--- src/rtl/reg_bank_pkg.sv ---
// Shared types, address map helpers and error bit indices for the register bank.
package reg_bank_pkg;

  typedef logic [7:0] reg_byte_t;

  localparam reg_byte_t CTRL_ADDR = 8'h00;

  localparam int ERR_WR_BAD = 0;
  localparam int ERR_RD_BAD = 1;
  localparam int ERR_COLL   = 2;

  function automatic reg_byte_t ch_lo_addr(input int k);
    return reg_byte_t'(2 * k + 1);
  endfunction

  function automatic reg_byte_t ch_hi_addr(input int k);
    return reg_byte_t'(2 * k + 2);
  endfunction

  function automatic reg_byte_t stat_addr(input int n);
    return reg_byte_t'(2 * n + 1);
  endfunction

  function automatic reg_byte_t err_addr(input int n);
    return reg_byte_t'(2 * n + 2);
  endfunction

endpackage

--- src/rtl/reg_bank_if.sv ---
// Byte-wide register access bus between the protocol decoder and the register bank.
interface reg_bank_if;
  import reg_bank_pkg::*;

  logic      reg_wr_i;
  logic      reg_rd_i;
  reg_byte_t reg_addr_i;
  reg_byte_t reg_data_i;
  reg_byte_t reg_data_o;
  logic      reg_rd_valid_o;

  modport master (
    output reg_wr_i, reg_rd_i, reg_addr_i, reg_data_i,
    input  reg_data_o, reg_rd_valid_o
  );

  modport slave (
    input  reg_wr_i, reg_rd_i, reg_addr_i, reg_data_i,
    output reg_data_o, reg_rd_valid_o
  );

endinterface

--- src/rtl/reg_bank_channel.sv ---
// One double-buffered 16-bit channel: staging bytes, committed shadow and update strobe.
module reg_bank_channel
  import reg_bank_pkg::*;
#(
  parameter logic [15:0] CH_RST = 16'h0000
) (
  input  logic        clk,
  input  logic        rst_n,
  input  logic        wr_lo,
  input  logic        wr_hi,
  input  reg_byte_t   din,
  output reg_byte_t   lo_o,
  output reg_byte_t   hi_o,
  output logic [15:0] data_o,
  output logic        upd_o
);

  // The high-byte write is the commit point: shadow takes the new high byte with the held low byte.
  always_ff @(posedge clk or negedge rst_n) begin
    if (!rst_n) begin
      lo_o   <= CH_RST[7:0];
      hi_o   <= CH_RST[15:8];
      data_o <= CH_RST;
      upd_o  <= 1'b0;
    end else begin
      upd_o <= wr_hi;
      if (wr_lo) lo_o <= din;
      if (wr_hi) begin
        hi_o   <= din;
        data_o <= {din, lo_o};
      end
    end
  end

endmodule

--- src/rtl/reg_bank.sv ---
// Control/status register bank: address decode, CTRL and sticky ERR registers, registered read mux.
module reg_bank
  import reg_bank_pkg::*;
#(
  parameter int          NUM_CH   = 2,
  parameter logic [7:0]  CTRL_RST = 8'h00,
  parameter logic [15:0] CH_RST   = 16'h0000
) (
  input  logic                   clk,
  input  logic                   rst_n,
  reg_bank_if.slave              bus,
  input  reg_byte_t              status_i,
  output reg_byte_t              ctrl_o,
  output logic [NUM_CH*16-1:0]   ch_data_o,
  output logic [NUM_CH-1:0]      ch_upd_o,
  output logic                   err_o
);

  localparam reg_byte_t CH_FIRST = ch_lo_addr(0);
  localparam reg_byte_t CH_LAST  = ch_hi_addr(NUM_CH - 1);
  localparam reg_byte_t A_STAT   = stat_addr(NUM_CH);
  localparam reg_byte_t A_ERR    = err_addr(NUM_CH);

  logic      wr, rd, rd_eff;
  reg_byte_t addr;
  logic      hit_ctrl, hit_ch, hit_stat, hit_err, unmapped;
  logic      err_clr;
  logic [2:0] err_set;
  logic [2:0] err_q;
  reg_byte_t  rd_mux;
  reg_byte_t  ch_lo [NUM_CH];
  reg_byte_t  ch_hi [NUM_CH];

  assign wr       = bus.reg_wr_i;
  assign rd       = bus.reg_rd_i;
  assign addr     = bus.reg_addr_i;
  assign rd_eff   = rd && !wr;

  assign hit_ctrl = (addr == CTRL_ADDR);
  assign hit_ch   = (addr >= CH_FIRST) && (addr <= CH_LAST);
  assign hit_stat = (addr == A_STAT);
  assign hit_err  = (addr == A_ERR);
  assign unmapped = !(hit_ctrl || hit_ch || hit_stat || hit_err);

  assign err_set[ERR_WR_BAD] = wr && (unmapped || hit_stat);
  assign err_set[ERR_RD_BAD] = rd_eff && unmapped;
  assign err_set[ERR_COLL]   = wr && rd;
  assign err_clr             = rd_eff && hit_err;
  assign err_o               = |err_q;

  for (genvar k = 0; k < NUM_CH; k++) begin : g_ch
    localparam reg_byte_t LO_ADDR = ch_lo_addr(k);
    localparam reg_byte_t HI_ADDR = ch_hi_addr(k);

    reg_bank_channel #(.CH_RST(CH_RST)) u_ch (
      .clk    (clk),
      .rst_n  (rst_n),
      .wr_lo  (wr && (addr == LO_ADDR)),
      .wr_hi  (wr && (addr == HI_ADDR)),
      .din    (bus.reg_data_i),
      .lo_o   (ch_lo[k]),
      .hi_o   (ch_hi[k]),
      .data_o (ch_data_o[16*k +: 16]),
      .upd_o  (ch_upd_o[k])
    );
  end

  // Reads expose staging bytes, not the committed shadow; unmapped addresses read as zero.
  always_comb begin
    rd_mux = '0;
    if (hit_ctrl)      rd_mux = ctrl_o;
    else if (hit_stat) rd_mux = status_i;
    else if (hit_err)  rd_mux = {5'b00000, err_q};
    else begin
      for (int k = 0; k < NUM_CH; k++) begin
        if (addr == ch_lo_addr(k)) rd_mux = ch_lo[k];
        if (addr == ch_hi_addr(k)) rd_mux = ch_hi[k];
      end
    end
  end

  // A clearing read and a newly detected error in the same cycle: the new error survives.
  always_ff @(posedge clk or negedge rst_n) begin
    if (!rst_n) begin
      ctrl_o <= CTRL_RST;
      err_q  <= '0;
    end else begin
      if (wr && hit_ctrl) ctrl_o <= bus.reg_data_i;
      err_q <= (err_clr ? 3'b000 : err_q) | err_set;
    end
  end

  always_ff @(posedge clk or negedge rst_n) begin
    if (!rst_n) begin
      bus.reg_data_o     <= '0;
      bus.reg_rd_valid_o <= 1'b0;
    end else begin
      bus.reg_rd_valid_o <= rd_eff;
      if (rd_eff) bus.reg_data_o <= rd_mux;
    end
  end

endmodule
--- src/flat_wrapper.sv ---
// flat-port wrapper written by rule: the top's interface ports become plain ports
module reg_bank_flat import reg_bank_pkg::*;
#(
  parameter int          NUM_CH   = 2,
  parameter logic [7:0]  CTRL_RST = 8'h00,
  parameter logic [15:0] CH_RST   = 16'h0000
)
  (clk, rst_n, status_i, ctrl_o, ch_data_o, ch_upd_o, err_o, bus_reg_wr_i, bus_reg_rd_i, bus_reg_addr_i, bus_reg_data_i, bus_reg_data_o, bus_reg_rd_valid_o);
  reg_bank_if bus_i ();
  input  logic clk;
  input  logic rst_n;
  input  reg_byte_t status_i;
  output reg_byte_t ctrl_o;
  output logic [NUM_CH*16-1:0] ch_data_o;
  output logic [NUM_CH-1:0] ch_upd_o;
  output logic err_o;
  input wire logic [$bits(bus_i.reg_wr_i)-1:0] bus_reg_wr_i;
  input wire logic [$bits(bus_i.reg_rd_i)-1:0] bus_reg_rd_i;
  input wire logic [$bits(bus_i.reg_addr_i)-1:0] bus_reg_addr_i;
  input wire logic [$bits(bus_i.reg_data_i)-1:0] bus_reg_data_i;
  output wire logic [$bits(bus_i.reg_data_o)-1:0] bus_reg_data_o;
  output wire logic [$bits(bus_i.reg_rd_valid_o)-1:0] bus_reg_rd_valid_o;
  assign bus_i.reg_wr_i = bus_reg_wr_i;
  assign bus_i.reg_rd_i = bus_reg_rd_i;
  assign bus_i.reg_addr_i = bus_reg_addr_i;
  assign bus_i.reg_data_i = bus_reg_data_i;
  assign bus_reg_data_o = bus_i.reg_data_o;
  assign bus_reg_rd_valid_o = bus_i.reg_rd_valid_o;
  reg_bank #(.NUM_CH(NUM_CH), .CTRL_RST(CTRL_RST), .CH_RST(CH_RST)) u_core (.clk(clk), .rst_n(rst_n), .bus(bus_i), .status_i(status_i), .ctrl_o(ctrl_o), .ch_data_o(ch_data_o), .ch_upd_o(ch_upd_o), .err_o(err_o));
endmodule
--- config.mk ---
export PLATFORM = sky130hd
export DESIGN_NAME = reg_bank_flat
export DESIGN_NICKNAME = d
export VERILOG_FILES = /design/src/rtl/reg_bank_pkg.sv /design/src/rtl/reg_bank_if.sv /design/src/rtl/reg_bank_channel.sv /design/src/rtl/reg_bank.sv /design/src/flat_wrapper.sv
export SDC_FILE = /design/constraint.sdc
export NUM_CORES = 1
export LEC_CHECK = 0
export ABC_AREA = 1
export CAP_MARGIN = 20
export CORE_MARGIN = 2
export CORE_UTILIZATION = 48
export CTS_CLUSTER_SIZE = 10
export DETAILED_ROUTE_END_ITERATION = 6
export PLACE_DENSITY = 0.74
export SYNTH_ARGS = -nofsm -noshare
export SYNTH_HDL_FRONTEND = slang
export SYNTH_SLANG_ARGS = --single-unit
--- constraint.sdc ---
create_clock -name clk -period 1.4 [get_ports clk]
set_clock_uncertainty 0.2 [all_clocks]
set_input_delay 0.42 -clock clk [delete_from_list [all_inputs] [get_ports clk]]
set_output_delay 0.42 -clock clk [all_outputs]
set_load 0.005 [all_outputs]
==> flow_metrics.tcl, run 1 <==
set metrics [dict create \
    cts_tree "done" \
    clkLatencyLatePin_ns 0.36 \
    final_common_cell "nand2_1" \
    max_slew_margin_pct 74.7 \
    n_fill_cell 413 \
    grt_pass1_vias 3112 \
    antenna_cells 0 \
    netlist_instances 419 \
    finalCriticalPeriod_ns 1.66 \
    drv_cap 0 \
    dieArea_um2 7900 \
    syn-cell-area_um2 3460 \
    p_int_w 0.00321 \
    violations "setup timing" \
    hpwl_um 6430 \
    pwr-share-clk_pct 37.5 \
    synth-async-reset-ratio_pct 100 \
    required_ns 0.78 \
    power_w 0.00438 \
    endpoint_kind "output port" \
    finalNonFillerCells 677 \
    rsz0062_at_grt "true" \
    hold_viol 0 \
    wl_um 12300 \
    tightest_slew_ns 0.379 \
    seqPwrFrac_pct 48.7 \
    track_usage_pct 25.6 \
    cts_root_buf "clkbuf_8" \
    drt_first_pass_iters 5 \
    fin_util_pct 80.2 \
    io_pins 80 \
    coreArea_um2 6870 \
    ant_nets 0 \
    synth_area_leader_cell "dfrtp_1" \
    hold_class "primary input to register" \
    switching_share_pct 26.6 \
    outcome "complete, but fails checks" \
    routedWlPerCell_um 18.2 \
    path_cells "inv_2 -> nand3_2 -> buf_2" \
    dp_cells 631 \
    synth_top_flop_cell "dfrtp_1" \
    yosys_warnings 0 \
    synthTopCellsByArea "dfrtp_1 51%, nand2_1 16%, o21ai_2 5.8%" \
    arrival_ns 1.04 \
    grt.overflow.total 0 \
    antenna_found_initial 0 \
    dp_slack_ns -0.840 \
    rows 30 \
    p_leak_nw 2.81 \
    slew_violations 0 \
    grt_max_degree 71 \
    whs_path_depth 3 \
    synth_top_area_share_pct 50.6 \
    vdd_drop_max_v 0.000605 \
    yosysSeqAreaShare_pct 50.6 \
    cts_buffer_depth 2 \
    route.vias.total 3652 \
    slowest_stage "dfrtp_1" \
    synth_edf_count 0 \
    p_comb_share_pct 13.8 \
    path_clk_slew_ns 0.08 \
    vias_per_cell 5.39 \
    dieHeight_um 88.9 \
    gp_congestion 0.830 \
    drive_above_1_share_pct 51.6 \
    slowest_delay_ns 0.41 \
    p_switching_w 0.00117 \
    path_class "register to output port" \
    p_per_area_nw_per_um2 795 \
    fin_crit_sh_pct 119 \
    grt_pass1_wl_um 15100 \
    die_w_um 88.9 \
    yosys.cell_types.count 29 \
    nNetsFinal 605 \
    final_cell_mix "96 x nand2_1, 70 x dfrtp_1, 56 x buf_2, 55 x buf_4, 37 x inv_1" \
    setup_viol 98 \
    drc 0 \
    syn-num-nets 447 \
    fin_setup_tns_ns -9.01 \
    drtIter0Drc 276 \
    start_kind "register" \
    crit_fanout 2 \
    cts_num_sinks 70 \
    r2r_cells 10 \
    htreeDepth 3 \
    fmax_mhz 602 \
    finalWorstSetupSlack_ns -0.260 \
    start_util_pct 50.4 \
    areaGrowthSynthToFinish_pct 59.2 \
    cts_buffers 9 \
    avgSynthCellArea_um2 8.26 \
    ys_ff_latch 70 \
    port_buffers 79 \
]
-- cell type report --
cell class                 count  area (um^2)  area share (%)
multi-input combinational    285         1950            35.5
timing repair buffer         155         1250            22.6
inverter                      55          243            4.41
tap                           96          120            2.18
clock inverter                 4         47.5           0.863
sequential                    70         1750            31.8
clock buffer                  11          141            2.57
timing repair inverter         1         5.00          0.0909
-- metrics by stage --
step | hold WS (ns) | instance area, um^2
2_1_floorplan | -0.0756 | 3490
3_5_place_dp | 0.270 | 4700
6_report | 0.253 | 5510
4_1_cts | 0.251 | 4860
5_1_grt | 0.282 | 5510
3_3_place_gp | 0.267 | 4700
-- critical path, delay by kind of cell, from the launching register on --
kind / cells / cell delay, ns
buffers and inverters: 2 / 0.21
flip-flops: 1 / 0.41
AND/OR/NAND/NOR: 1 / 0.07
-- power groups by stage --
stage	registers, W	logic (W)	clock network [W]
floorplan	0.00217	0.000167	0
global placement	0.00216	0.000501	0
detailed placement	0.00216	0.000508	0
CTS	0.00212	0.000508	0.00163
global route	0.00214	0.000646	0.00173
finish	0.00213	0.000605	0.00164
-- flip-flops by register name, indices dropped and copies added (netlist names) --
signal,flops
u_core.g_ch.u_ch.upd_o,2
u_core.g_ch.u_ch.hi_o,16
u_core.err_q,3
u_core.ctrl_o,8
u_core.g_ch.u_ch.lo_o,16
u_core.bus.reg_rd_valid_o,1
u_core.bus.reg_data_o,8
u_core.g_ch.u_ch.data_o,16
-- cell families (layout without fill, tap and decap cells) --
logic type | after synthesis | in the layout | synth area share (%)
simple gates | 221 | 226 | 28.0
flops | 70 | 70 | 50.6
buf+inv | 69 | 226 | 10.3
compound gates | 59 | 59 | 11.0
-- cells in the mapped netlist, types with 3 or more instances --
cell type / number
buf_4: 3
buf_6: 8
dfrtp_1: 70
inv_1: 44
inv_2: 8
nand2_1: 146
nand2_2: 8
nand3_1: 10
nand4_1: 4
nor2_1: 37
nor2_2: 5
o21ai_0: 22
o21ai_1: 13
o21ai_2: 23
-- final timing paths --
kind / endpoint / slack, ns / from
max in group asynchronous: u_core.bus.reg_data_o[3] / 0.28 / rst_n
hold reg to reg: u_core.bus.reg_data_o[4] / 0.29 / u_core.bus.reg_data_o[4]
setup / recovery: err_o / -0.26 / u_core.err_q[0]
min in group asynchronous: u_core.g_ch[0].u_ch.hi_o[0] / 0.42 / rst_n
setup reg to reg: u_core.bus.reg_data_o[7] / -0.05 / u_core.g_ch[0].u_ch.hi_o[7]
hold / removal: u_core.err_q[2] / 0.25 / bus_reg_rd_i
-- per-layer routing --
metal / track usage, % / vias to the layer above / routed length [um]
li1: - / 1615 / -
met1: 32.4 / 1779 / 4620
met2: 42.5 / 201 / 6150
met3: 4.43 / 57 / 858
met4: 12.9 / 0 / 673
met5: 0 / - / 0
-- what timing repair did --
action                                  in CTS  in global routing
hold buffers                                 1                  0
buffers inserted                            10                 11
pin swaps                                   31                 47
endpoints found under the setup margin     121                114
hold endpoints to repair                    70                  0
gates resized for setup                    292                124
gates cloned                                 2                  7
Power figures use the tool's default switching activity.
==> run 2, diff against run 1 <==
- GPL_TIMING_DRIVEN: unset -> 0
==> run 2 against run 1 <==
Compared with the run above: the flow finishes with violations (hold timing, setup timing); critical path depth stayed put; fmax grew 1.5%; first-iteration DRC count increased by 14%; setup slack better by 0.024 ns; highest routed layer unchanged; cell count rose by 0.74%; clock power down 4%; critical endpoint unchanged; via count is 2.7% higher; die area is the same; total power is 1.9% lower; count of clock-buffer cells in the layout unchanged; register-to-register slack better by 0.08 ns; non-clock buffer count is 8 higher.
==> flow_metrics.tcl, run 2 (same netlist as run 1, synthesis figures left out) <==
set metrics [dict create \
    outcome "complete, but fails checks" \
    violations "hold timing, setup timing" \
    wl_um 13200 \
    io_pins 80 \
    drtIter0Drc 314 \
    rows 30 \
    slowest_delay_ns 0.38 \
    fin_hold_ws_ns -0.0266 \
    drc 0 \
    start_util_pct 50.4 \
    hold_viol 30 \
    path_clk_slew_ns 0.08 \
    htreeDepth 3 \
    fin_setup_tns_ns -11.81 \
    fin_crit_sh_pct 117 \
    dp_cells 593 \
    arrival_ns 1.02 \
    drive_above_1_share_pct 53.8 \
    vdd_drop_max_v 0.000749 \
    crit-reg2reg-launch "u_core.g_ch[0].u_ch.hi_o[0]" \
    path_class "register to output port" \
    finalCriticalPeriod_ns 1.64 \
    gp_congestion 0.847 \
    endpoint_kind "output port" \
    dieHeight_um 88.9 \
    drv_cap 0 \
    die_w_um 88.9 \
    p_per_area_nw_per_um2 759 \
    grt_pass1_vias 3335 \
    met3_usage_pct 4.80 \
    cts_num_sinks 70 \
    ant_nets 0 \
    coreArea_um2 6870 \
    hpwl_um 6390 \
    p_leak_nw 2.90 \
    finalWorstSetupSlack_ns -0.236 \
    use_met1_pct 36.7 \
    top_usage_layer "met2" \
    route.vias.total 3752 \
    slowest_stage "dfrtp_1" \
    rsz0062_at_grt "true" \
    areaGrowthSynthToFinish_pct 63.6 \
    crit_fanout 2 \
    cts_root_buf "clkbuf_8" \
    path_delay_family "flip-flops" \
    track_usage_pct 27.6 \
    port_buffers 78 \
    clkLatencyLatePin_ns 0.35 \
    crit_start "u_core.err_q[0]" \
    dieArea_um2 7900 \
    grt.overflow.total 0 \
    required_ns 0.78 \
    grt_pass1_wl_um 16300 \
    dp_slack_ns -0.874 \
    vias_per_cell 5.50 \
    slew_violations 0 \
    setup_viol 114 \
    fmax_mhz 611 \
    cts_buffer_depth 2 \
    tightest_slew_ns 0.879 \
    max_slew_margin_pct 41.4 \
    cts_tree "done" \
    drt_first_pass_iters 5 \
    antenna_cells 0 \
    path_cells "inv_1 -> nand3_2 -> buf_2" \
    grt_max_degree 71 \
    start_kind "register" \
    cts_buffers 9 \
    cts_hold_buf 0 \
    path_buf_inv 2 \
    final_common_cell "nand2_1" \
    top_regs "u_core.g_ch.u_ch.data_o x16, u_core.g_ch.u_ch.hi_o x16, u_core.g_ch.u_ch.lo_o x16" \
    nNetsFinal 609 \
    antenna_found_initial 0 \
    routedWlPerCell_um 19.4 \
    hold_class "primary input to asynchronous set/reset pin" \
    final_cell_mix "87 x nand2_1, 70 x dfrtp_1, 56 x buf_4, 54 x buf_2, 40 x inv_1" \
    n_fill_cell 367 \
    finalNonFillerCells 682 \
    use_met2_pct 45.9 \
]
-- run 2: cell types whose count changed in the layout (fill, tap and decap cells not counted), moves of 4 or more --
cell | previous run | this run
inv_2 | 12 | 6
nand2_2 | 28 | 38
nor2_1 | 24 | 28
buf_8 | 1 | 7
o21ai_2 | 33 | 38
nand2_1 | 96 | 87
-- run 2: area by class of cell --
type | instances | area [um^2] | share of cell area [%]
Tap cell | 96 | 120 | 2.12
Timing Repair Buffer | 152 | 1290 | 22.8
Buffer | 11 | 156 | 2.76
Multi-Input combinational cell | 282 | 1900 | 33.5
Inverter | 55 | 262 | 4.62
Clock inverter | 5 | 33.8 | 0.597
Sequential cell | 70 | 1750 | 30.9
Clock buffer | 11 | 151 | 2.67
-- run 2: path summary, 6_finish.rpt --
check                      depth (start not counted)  slack, ns                     endpoint
min                                                1      -0.03  u_core.g_ch[0].u_ch.hi_o[5]
max                                                3      -0.24                        err_o
min in group clk                                   3       0.28              u_core.err_q[2]
max reg2reg                                        7       0.03     u_core.bus.reg_data_o[0]
max in group asynchronous                          1       0.44              u_core.err_q[1]
min reg2reg                                        2       0.29     u_core.bus.reg_data_o[5]
-- run 2: layer usage --
| metal | part of all wire, % | wire, um | vias up |
|---|---|---|---|
| met5 | 0 | 0 | - |
| met4 | 5.1 | 674 | 0 |
| met3 | 8.1 | 1070 | 69 |
| met2 | 49 | 6490 | 231 |
| met1 | 38 | 4990 | 1820 |
| li1 | - | - | 1632 |
-- run 2: what timing repair did --
action	in CTS	in global routing
setup buffers	42	23
gates resized for setup	320	116
setup endpoints to repair	121	114
gates cloned	4	7
pin swaps	41	41
-- run 2: stage by stage --
step	util [%]	total power, W	area [um^2]
detailed placement	63.9	0.00259	4390
global placement	63.9	0.00258	4390
CTS	72.2	0.00417	4960
floorplan	-	0.00233	3490
global route	82.4	0.00442	5660
finish	82.4	0.00430	5660
-- run 2: worst register-to-register path, cell delays in order (launching register included) --
cell	delay, ns
dfrtp_1	0.40
buf_4	0.14
inv_1	0.09
o21ai_2	0.07
nor2_1	0.13
nand4_1	0.10
nand2_1	0.08
nand2_1	0.05
-- run 2: power breakdown --
group | switching [W] | internal [W]
clock | 0.000833 | 0.000737
combinational | 0.000334 | 0.000257
sequential | 0.0000516 | 0.00208
total | 0.00122 | 0.00308
==> run 3, diff against run 2 <==
- CAP_MARGIN: 20 -> 40
==> run 3 against run 2 <==
Compared with the run above: the run ends with setup timing left; worst hold slack improved by 0.23 ns; fmax down 0.89%; sequential share of layout area about the same; non-clock buffer count is 1 lower; cell count is 0.15% lower; largest power group unchanged.
==> flow_metrics.tcl, run 3 (same netlist as run 1, synthesis figures left out) <==
set metrics [dict create \
    areaGrowthSynthToFinish_pct 63.4 \
    finalNonFillerCells 681 \
    setup_viol 108 \
    ant_nets 0 \
    drt_first_pass_iters 5 \
    slowest_delay_ns 0.39 \
    crit_fanout 2 \
    path_class "register to output port" \
    use_met1_pct 37.2 \
    cts_num_sinks 70 \
    fin_util_pct 82.3 \
    use_met2_pct 47.6 \
    cts_buffer_depth 2 \
    required_ns 0.78 \
    fmax_mhz 606 \
    grt_pass1_vias 3513 \
    finalCriticalPeriod_ns 1.65 \
    path_delay_family "flip-flops" \
    coreArea_um2 6870 \
    power_w 0.00422 \
    top_regs "u_core.g_ch.u_ch.data_o x16, u_core.g_ch.u_ch.hi_o x16, u_core.g_ch.u_ch.lo_o x16" \
    wl_um 13400 \
    met3_usage_pct 5.91 \
    grt_pass1_wl_um 17100 \
    nNetsFinal 608 \
    vias_per_cell 5.63 \
    dieArea_um2 7900 \
    start_kind "register" \
    rows 30 \
    cp_num_cells 3 \
    antenna_found_initial 0 \
    slowest_stage "dfrtp_1" \
    drv_cap 0 \
    finalWorstSetupSlack_ns -0.251 \
    fin_crit_sh_pct 118 \
    antenna_cells 0 \
    tightest_slew_ns 0.350 \
    hpwl_um 6490 \
    hold_class "primary input to asynchronous set/reset pin" \
    r2r-end "u_core.bus.reg_data_o[2]" \
    grt_max_degree 67 \
    path_buf_inv 2 \
    die_w_um 88.9 \
    gp_congestion 0.847 \
    crit_end "err_o" \
    drive_above_1_share_pct 53.8 \
    drc 0 \
    dp_cells 594 \
    clkLatencyLatePin_ns 0.36 \
    port_buffers 78 \
    max_slew_margin_pct 76.6 \
    final_cell_mix "90 x nand2_1, 70 x dfrtp_1, 56 x buf_4, 54 x buf_2, 40 x inv_1" \
    drtIter0Drc 433 \
    dieHeight_um 88.9 \
    arrival_ns 1.03 \
    r2r_cells 7 \
    endpoint_kind "output port" \
    final_common_cell "nand2_1" \
    violations "setup timing" \
    htreeDepth 3 \
    route.vias.total 3832 \
    p_leak_nw 2.92 \
    grt.overflow.total 0 \
    crit_start "u_core.err_q[0]" \
    io_pins 80 \
    cts_buffers 9 \
    outcome "complete, but fails checks" \
    fin_hold_ws_ns 0.202 \
    top_usage_layer "met2" \
    vdd_drop_max_v 0.000621 \
    crit-reg2reg-launch "u_core.g_ch[0].u_ch.hi_o[2]" \
    path_cells "inv_1 -> nand3_1 -> buf_2" \
    track_usage_pct 29.2 \
    slew_violations 0 \
    cts_tree "done" \
    rsz0062_at_grt "true" \
    path_clk_slew_ns 0.08 \
    start_util_pct 50.4 \
    routedWlPerCell_um 19.6 \
    cts_root_buf "clkbuf_8" \
    reg2reg_slack_ns -0.05 \
    p_per_area_nw_per_um2 747 \
    hold_viol 0 \
]
==> run 3: timing repair <==
action | in CTS | in global routing
hold buffers | 1 | 0
buffers inserted | 44 | 23
gates cloned | 5 | 4
pin swaps | 42 | 50
resized for setup | 325 | 106
setup endpoints to repair | 121 | 109
hold endpoints to repair | 70 | 0
==> run 3: metrics by stage <==
step	setup slack, ns	area, um^2	setup TNS [ns]
floorplan	-0.168	3490	-6.84
global placement	-2.65	4390	-238.17
detailed placement	-0.841	4420	-54.46
CTS	-0.216	5100	-6.07
global route	-0.282	5650	-16.25
finish	-0.251	5650	-13.10
==> run 3: metal layers <==
| metal | share of wire [%] | wire [um] | vias up |
|---|---|---|---|
| met2 | 49 | 6550 | 275 |
| met1 | 37 | 4940 | 1852 |
| met5 | 0 | 0 | - |
| li1 | - | - | 1624 |
| met3 | 8.1 | 1080 | 81 |
| met4 | 5.9 | 787 | 0 |
==> run 3: how the worst min path moves through the flow <==
stage | endpoint | startpoint | slack [ns] | cells past startpoint
6_report | u_core.g_ch[0].u_ch.data_o[7] | rst_n | 0.20 | 2
5_1_grt | u_core.g_ch[0].u_ch.data_o[7] | rst_n | 0.21 | 2
4_1_cts | u_core.g_ch[0].u_ch.data_o[7] | rst_n | 0.21 | 2
3_5_place_dp | u_core.g_ch[0].u_ch.data_o[5] | rst_n | 0.04 | 1
3_3_place_gp | u_core.g_ch[0].u_ch.data_o[1] | u_core.g_ch[0].u_ch.data_o[1] | 0.27 | 2
2_1_floorplan | u_core.bus.reg_data_o[0] | rst_n | -0.08 | 0
==> run 3: cell type report <==
| type | count | area (um^2) |
|---|---|---|
| fillers | 377 | 1220 |
| inverters | 55 | 246 |
| well taps | 96 | 120 |
| clock buffers | 10 | 128 |
| plain buffers | 10 | 143 |
| repair buffers | 152 | 1300 |
| clock inverters | 6 | 38.8 |
| flip-flops and latches | 70 | 1750 |
| multi-input cells | 282 | 1920 |
==> run 3: worst register-to-register path, stage by stage, from the launching register on <==
cell and delay [ns]:
dfrtp_1 0.38, buf_4 0.14, inv_1 0.09, o21ai_4 0.07
nor2_4 0.11, nand4_1 0.12, nand2_1 0.10, nand2_1 0.11
==> run 3: report_power, final <==
group | total [W] | switching [W] | internal, W | leakage, nW
clock | 0.00148 | 0.000844 | 0.000637 | 0.0820
combinational | 0.000601 | 0.000333 | 0.000267 | 1.88
sequential | 0.00214 | 0.0000550 | 0.00208 | 0.952
total | 0.00422 | 0.00123 | 0.00299 | 2.92
